==> src/rtl/hazard_stall_unit.sv <==
// Pipeline interlock for the 5-stage MIPS core: detects hazards that
// forwarding cannot cover, freezes PC/IF-ID and bubbles ID/EX.
module hazard_stall_unit #(
  parameter int CNT_W        = 16,
  parameter bit BRANCH_IN_ID = 1'b1
) (
  input  logic             clk,
  input  logic             rst_n,
  input  logic [4:0]       id_rs,
  input  logic [4:0]       id_rt,
  input  logic             id_uses_rt,
  input  logic             id_is_branch,
  input  logic [4:0]       ex_rd,
  input  logic             ex_reg_write,
  input  logic             ex_mem_to_reg,
  input  logic [4:0]       mem_rd,
  input  logic             mem_reg_write,
  input  logic             mem_mem_to_reg,
  input  logic             mem_busy,
  output logic             pc_write,
  output logic             ifid_write,
  output logic             idex_flush,
  output logic [CNT_W-1:0] stall_cnt,
  output logic [1:0]       busy_state
);

  typedef enum logic [1:0] {
    RUN    = 2'b00,
    HOLD2  = 2'b01,
    FROZEN = 2'b10
  } state_t;

  state_t state, next_state;
  logic   saved_hold2, next_saved_hold2;

  logic match_ex, match_mem;
  logic haz_lu, haz_ba, haz_bl, haz_bm, hazard;

  // Register $0 is hardwired to zero, so it never matches a producer.
  assign match_ex  = ex_reg_write &&
                     (((ex_rd == id_rs) && (id_rs != 5'd0)) ||
                      (id_uses_rt && (ex_rd == id_rt) && (id_rt != 5'd0)));
  assign match_mem = mem_reg_write &&
                     (((mem_rd == id_rs) && (id_rs != 5'd0)) ||
                      (id_uses_rt && (mem_rd == id_rt) && (id_rt != 5'd0)));

  assign haz_lu = ex_mem_to_reg && match_ex;
  assign haz_ba = BRANCH_IN_ID && id_is_branch && !ex_mem_to_reg && match_ex;
  assign haz_bl = BRANCH_IN_ID && id_is_branch && ex_mem_to_reg && match_ex;
  assign haz_bm = BRANCH_IN_ID && id_is_branch && mem_mem_to_reg && match_mem;
  assign hazard = haz_lu || haz_ba || haz_bl || haz_bm;

  always_ff @(posedge clk or negedge rst_n) begin
    if (!rst_n) begin
      state       <= RUN;
      saved_hold2 <= 1'b0;
    end else begin
      state       <= next_state;
      saved_hold2 <= next_saved_hold2;
    end
  end

  // Priority is memory freeze, then the forced second BL bubble, then the
  // comparators; reset overrides everything so outputs are clean while held.
  always_comb begin
    next_state       = state;
    next_saved_hold2 = saved_hold2;
    pc_write         = 1'b1;
    ifid_write       = 1'b1;
    idex_flush       = 1'b0;
    if (!rst_n) begin
      next_state       = RUN;
      next_saved_hold2 = 1'b0;
    end else if (mem_busy) begin
      pc_write   = 1'b0;
      ifid_write = 1'b0;
      next_state = FROZEN;
      if (state != FROZEN) next_saved_hold2 = (state == HOLD2);
    end else begin
      case (state)
        FROZEN: begin
          pc_write   = 1'b0;
          ifid_write = 1'b0;
          next_state = saved_hold2 ? HOLD2 : RUN;
        end
        HOLD2: begin
          pc_write   = 1'b0;
          ifid_write = 1'b0;
          idex_flush = 1'b1;
          next_state = RUN;
        end
        RUN: begin
          if (hazard) begin
            pc_write   = 1'b0;
            ifid_write = 1'b0;
            idex_flush = 1'b1;
          end
          if (haz_bl) next_state = HOLD2;
        end
        default: next_state = RUN;
      endcase
    end
  end

  always_ff @(posedge clk or negedge rst_n) begin
    if (!rst_n) begin
      stall_cnt <= '0;
    end else if (idex_flush && (stall_cnt != {CNT_W{1'b1}})) begin
      stall_cnt <= stall_cnt + 1'b1;
    end
  end

  assign busy_state = state;

endmodule

==> config.mk <==
export PLATFORM = sky130hd
export DESIGN_NAME = hazard_stall_unit
export DESIGN_NICKNAME = d
export VERILOG_FILES = /design/src/rtl/hazard_stall_unit.sv
export SDC_FILE = /design/constraint.sdc
export NUM_CORES = 1
export LEC_CHECK = 0
export ABC_AREA = 1
export CAP_MARGIN = 20
export CORE_MARGIN = 5
export CORE_UTILIZATION = 50
export DETAILED_ROUTE_END_ITERATION = 12
export GPL_ROUTABILITY_DRIVEN = 0
export GPL_TIMING_DRIVEN = 0
export PLACE_DENSITY_LB_ADDON = 0.3
export SYNTH_ARGS = -nofsm -noshare
export SYNTH_HDL_FRONTEND = slang
export SYNTH_SLANG_ARGS = --single-unit
==> constraint.sdc <==
create_clock -name clk -period 3.1 [get_ports clk]
set_input_delay 0.31 -clock clk [delete_from_list [all_inputs] [get_ports clk]]
set_output_delay 0.31 -clock clk [all_outputs]
set_load 0.01 [all_outputs]
==> run_results.csv <==
group,metric,value,unit
power,seqPwrFrac,46.8,%
sta,period_needed,2.670,ns
cells_and_area,layout_common_cells,"nand2_1 (83), clkdlybuf4s50_1 (48), inv_1 (27), nor2_1 (23), nand4_1 (20)",
synth,synth.largest_area_cell,"dfrtp_1",
detailed_routing,routed_wl,3977,um
detailed_routing,vias_per_cell,4.955,
clock_network,h-tree-depth,1,
worst_setup_path,cp_cell_sequence,"clkdlybuf4s50_1, inv_1, nor2_1, clkbuf_1, nand4_1, nand2_1",
sta,maxSlewHeadroom,36.82,%
clock_network,clk_path_buf_depth,2,
clock_network,cts_tree,"yes",
synth,yosys-top-cells-area,"dfrtp_1 (30%), nand2_1 (20%), nand4_1 (7.9%)",
sta,worst_slack,0.4301,ns
die,initial_utilization,52.09,%
synth,yosysSeqAreaShare,29.90,%
detailed_routing,via_count,1660,
detailed_routing,drt_iter0_markers,106,
sta,fmax,374.5,MHz
worst_setup_path,crit_fanout,22,
cells_and_area,design_area,2172,um^2
sta,tightest_slew,0.9447,ns
worst_setup_path,crit_slowest_cell,"clkdlybuf4s50_1",
placed_design,dp_hpwl,3116,um
synth,ys_async_sr_fraction,100.0,%
global_routing,antenna_found_initial,0,
placed_design,portBuffers,49,
worst_setup_path,rr_worst_depth,10,
run,maxCapViolCount,0,
die,num_io_pins,50,
global_routing,grt_pass1_vias,1618,
clock_network,clkLatencyLatePin,0.30,ns
detailed_routing,drcViolationCount,0,
die,die_h,66.40,um
worst_setup_path,critPathCapture,"stall_cnt[15]",
power,clkPwrFrac,20.7,%
cells_and_area,layout-drive-gt1-share,4.811,%
worst_setup_path,critPathLaunch,"rst_n",
placed_design,place_ws,0.09181,ns
worst_setup_path,worstPathArrival,2.92,ns
worst_setup_path,r2r_slack,1.01,ns
worst_setup_path,end_kind,"register",
synth,synth-edff-count,0,
worst_setup_path,critPathTopFamily,"buffers and inverters",
power,power_density,285.1,nW/um^2
worst_setup_path,r2r_end,"stall_cnt[15]",
die,core_area,3053,um^2
die,fp-row-count,20,
synth,syn_avg_cell_area,6.682,um^2
power,p_int,421.2,uW
power,vdd_drop_max,307.4,uV
synth,ys_warn_count,0,
worst_setup_path,critical_path_required,3.35,ns
global_routing,track_usage,20.00,%
synth,syn_inst,238,
cells_and_area,area_growth,36.59,%
status,status,"finished, final reports clean",
global_routing,grt_max_degree,23,
synth,synth-main-ff-cell,"dfrtp_1",
detailed_routing,drtPass1Iterations,4,
worst_setup_path,path_class,"in2reg",
hold_path,min-delay-path-class,"in2async",
clock_network,cts-root-buf,"clkbuf_4",
synth,syn_area,1590,um^2
die,die_x,66.40,um
cells_and_area,num_antenna_cells,0,
clock_network,clkTransAtPathRegs,0.11,ns
die,dieArea,4408,um^2
synth,ys_ff_latch,19,
placed_design,dpl_cell_area,2136,um^2
sta,min_period_over_period,86.13,%
clock_network,cts_buffers,3,
power,switchingPower,198.0,uW
power,power_leakage,1.083,nW
worst_setup_path,max_stage_delay,1.09,ns
detailed_routing,postRouteAntennaNets,0,
sta,clock_skew,0.002915,ns
power,comb_power_share,32.5,%
worst_setup_path,crit_cells,6,
worst_setup_path,rr_startpoint,"stall_cnt[0]",
sta,drv_slew,0,
synth,synth_top_area_share,29.90,%
sta,setup_viol,0,
clock_network,clock_sinks,19,
sta,finalSetupTns,0,ns
sta,hold_viol,0,
synth,yosysUniqueCellTypes,26,
worst_setup_path,cp-start-kind,"input port",
worst_setup_path,critPathBufInv,3,
clock_network,postCtsSetupRepairBufs,0,
detailed_routing,wl_per_cell,11.87,um
global_routing,grt_pass1_wl,6941,um
synth,syn-num-nets,271,
cells_and_area,final_common_cell,"nand2_1",
cells_and_area,num-nets-final,325,
global_routing,grt-ovfl-total,0,
power,power.share.switching,31.98,%
sta,rsz0062_at_grt,"no",
==> registers in the layout, indices dropped and copies added (netlist names) <==
signal and cells:
saved_hold2 1, stall_cnt 16, busy_state 2
==> power by group through the flow <==
stage / Sequential [mW] / Clock (mW) / Combinational, mW
2_1_floorplan: 0.299 / 0 / 0.0896
3_3_place_gp: 0.294 / 0 / 0.197
3_5_place_dp: 0.294 / 0 / 0.201
4_1_cts: 0.290 / 0.133 / 0.202
5_1_grt: 0.295 / 0.144 / 0.230
6_report: 0.290 / 0.128 / 0.201
==> worst min-delay path by stage <==
| stage | slack [ns] | startpoint | to | cells after the start |
|---|---|---|---|---|
| 2_1_floorplan | 0.01 | rst_n | busy_state[0] | 0 |
| 3_3_place_gp | 0.49 | stall_cnt[15] | stall_cnt[15] | 2 |
| 3_5_place_dp | 0.51 | stall_cnt[15] | stall_cnt[15] | 2 |
| 4_1_cts | 0.54 | stall_cnt[15] | stall_cnt[15] | 2 |
| 5_1_grt | 0.58 | rst_n | stall_cnt[4] | 1 |
| 6_report | 0.52 | rst_n | stall_cnt[4] | 1 |
==> Yosys cell counts (all sizes together) (2+ instances only) <==
| cell type | n |
|---|---|
| nand3 | 16 |
| ha | 4 |
| dfrtp | 19 |
| inv | 28 |
| o21ai | 5 |
| nand4 | 20 |
| buf | 4 |
| xnor2 | 12 |
| xor2 | 11 |
| nand3b | 2 |
| a21oi | 2 |
| nor2 | 23 |
| nand2 | 85 |
==> cells by family after synthesis <==
family,count (synthesis),share of synthesized area [%]
compound gates,9,3.069
xor+xnor,23,12.67
fa+ha+maj,4,3.147
buf+inv,33,8.654
flops,19,29.90
simple gates,150,42.57
==> routing by layer <==
layer | part of all wire (%) | up-vias | GRT usage (%)
met3 | 4.3 | 4 | 3.741
met1 | 47 | 749 | 26.31
met4 | 0.73 | 0 | 4.569
met2 | 48 | 34 | 33.71
met5 | 0 | - | 0
li1 | - | 873 | -
==> worst register-to-register path, delay by kind of cell (launching register included) <==
kind          cells  cell delay (ns)
fa+ha+maj         1             0.23
buf+inv           2             0.33
flops             1             0.45
simple gates      7             0.97
==> layout make-up <==
| class | instances | area (um^2) |
|---|---|---|
| plain buffers | 5 | 35.03 |
| clock buffers | 4 | 26.28 |
| fillers | 285 | 880.8 |
| inverters | 28 | 105.1 |
| multi-input cells | 186 | 982.2 |
| flip-flops and latches | 19 | 475.5 |
| well taps | 44 | 55.05 |
| repair buffers | 49 | 493.0 |
==> metrics by stage <==
stage               power, mW  util [%]  hold slack (ns)  instances
detailed placement     0.4952     69.96           0.5079        331
floorplan              0.3885         -          0.01441        238
CTS                    0.6244     70.82           0.5359        335
global route           0.6694     71.15           0.5846        335
global placement       0.4915     69.96           0.4907        331
finish                 0.6192     71.15           0.5202        335
==> timing repair <==
item	CTS	global route
endpoints found under the hold margin	0	0
hold buffers	0	0
endpoints found under the setup margin	0	1
resized for setup	0	4
Power figures use the tool's default switching activity.
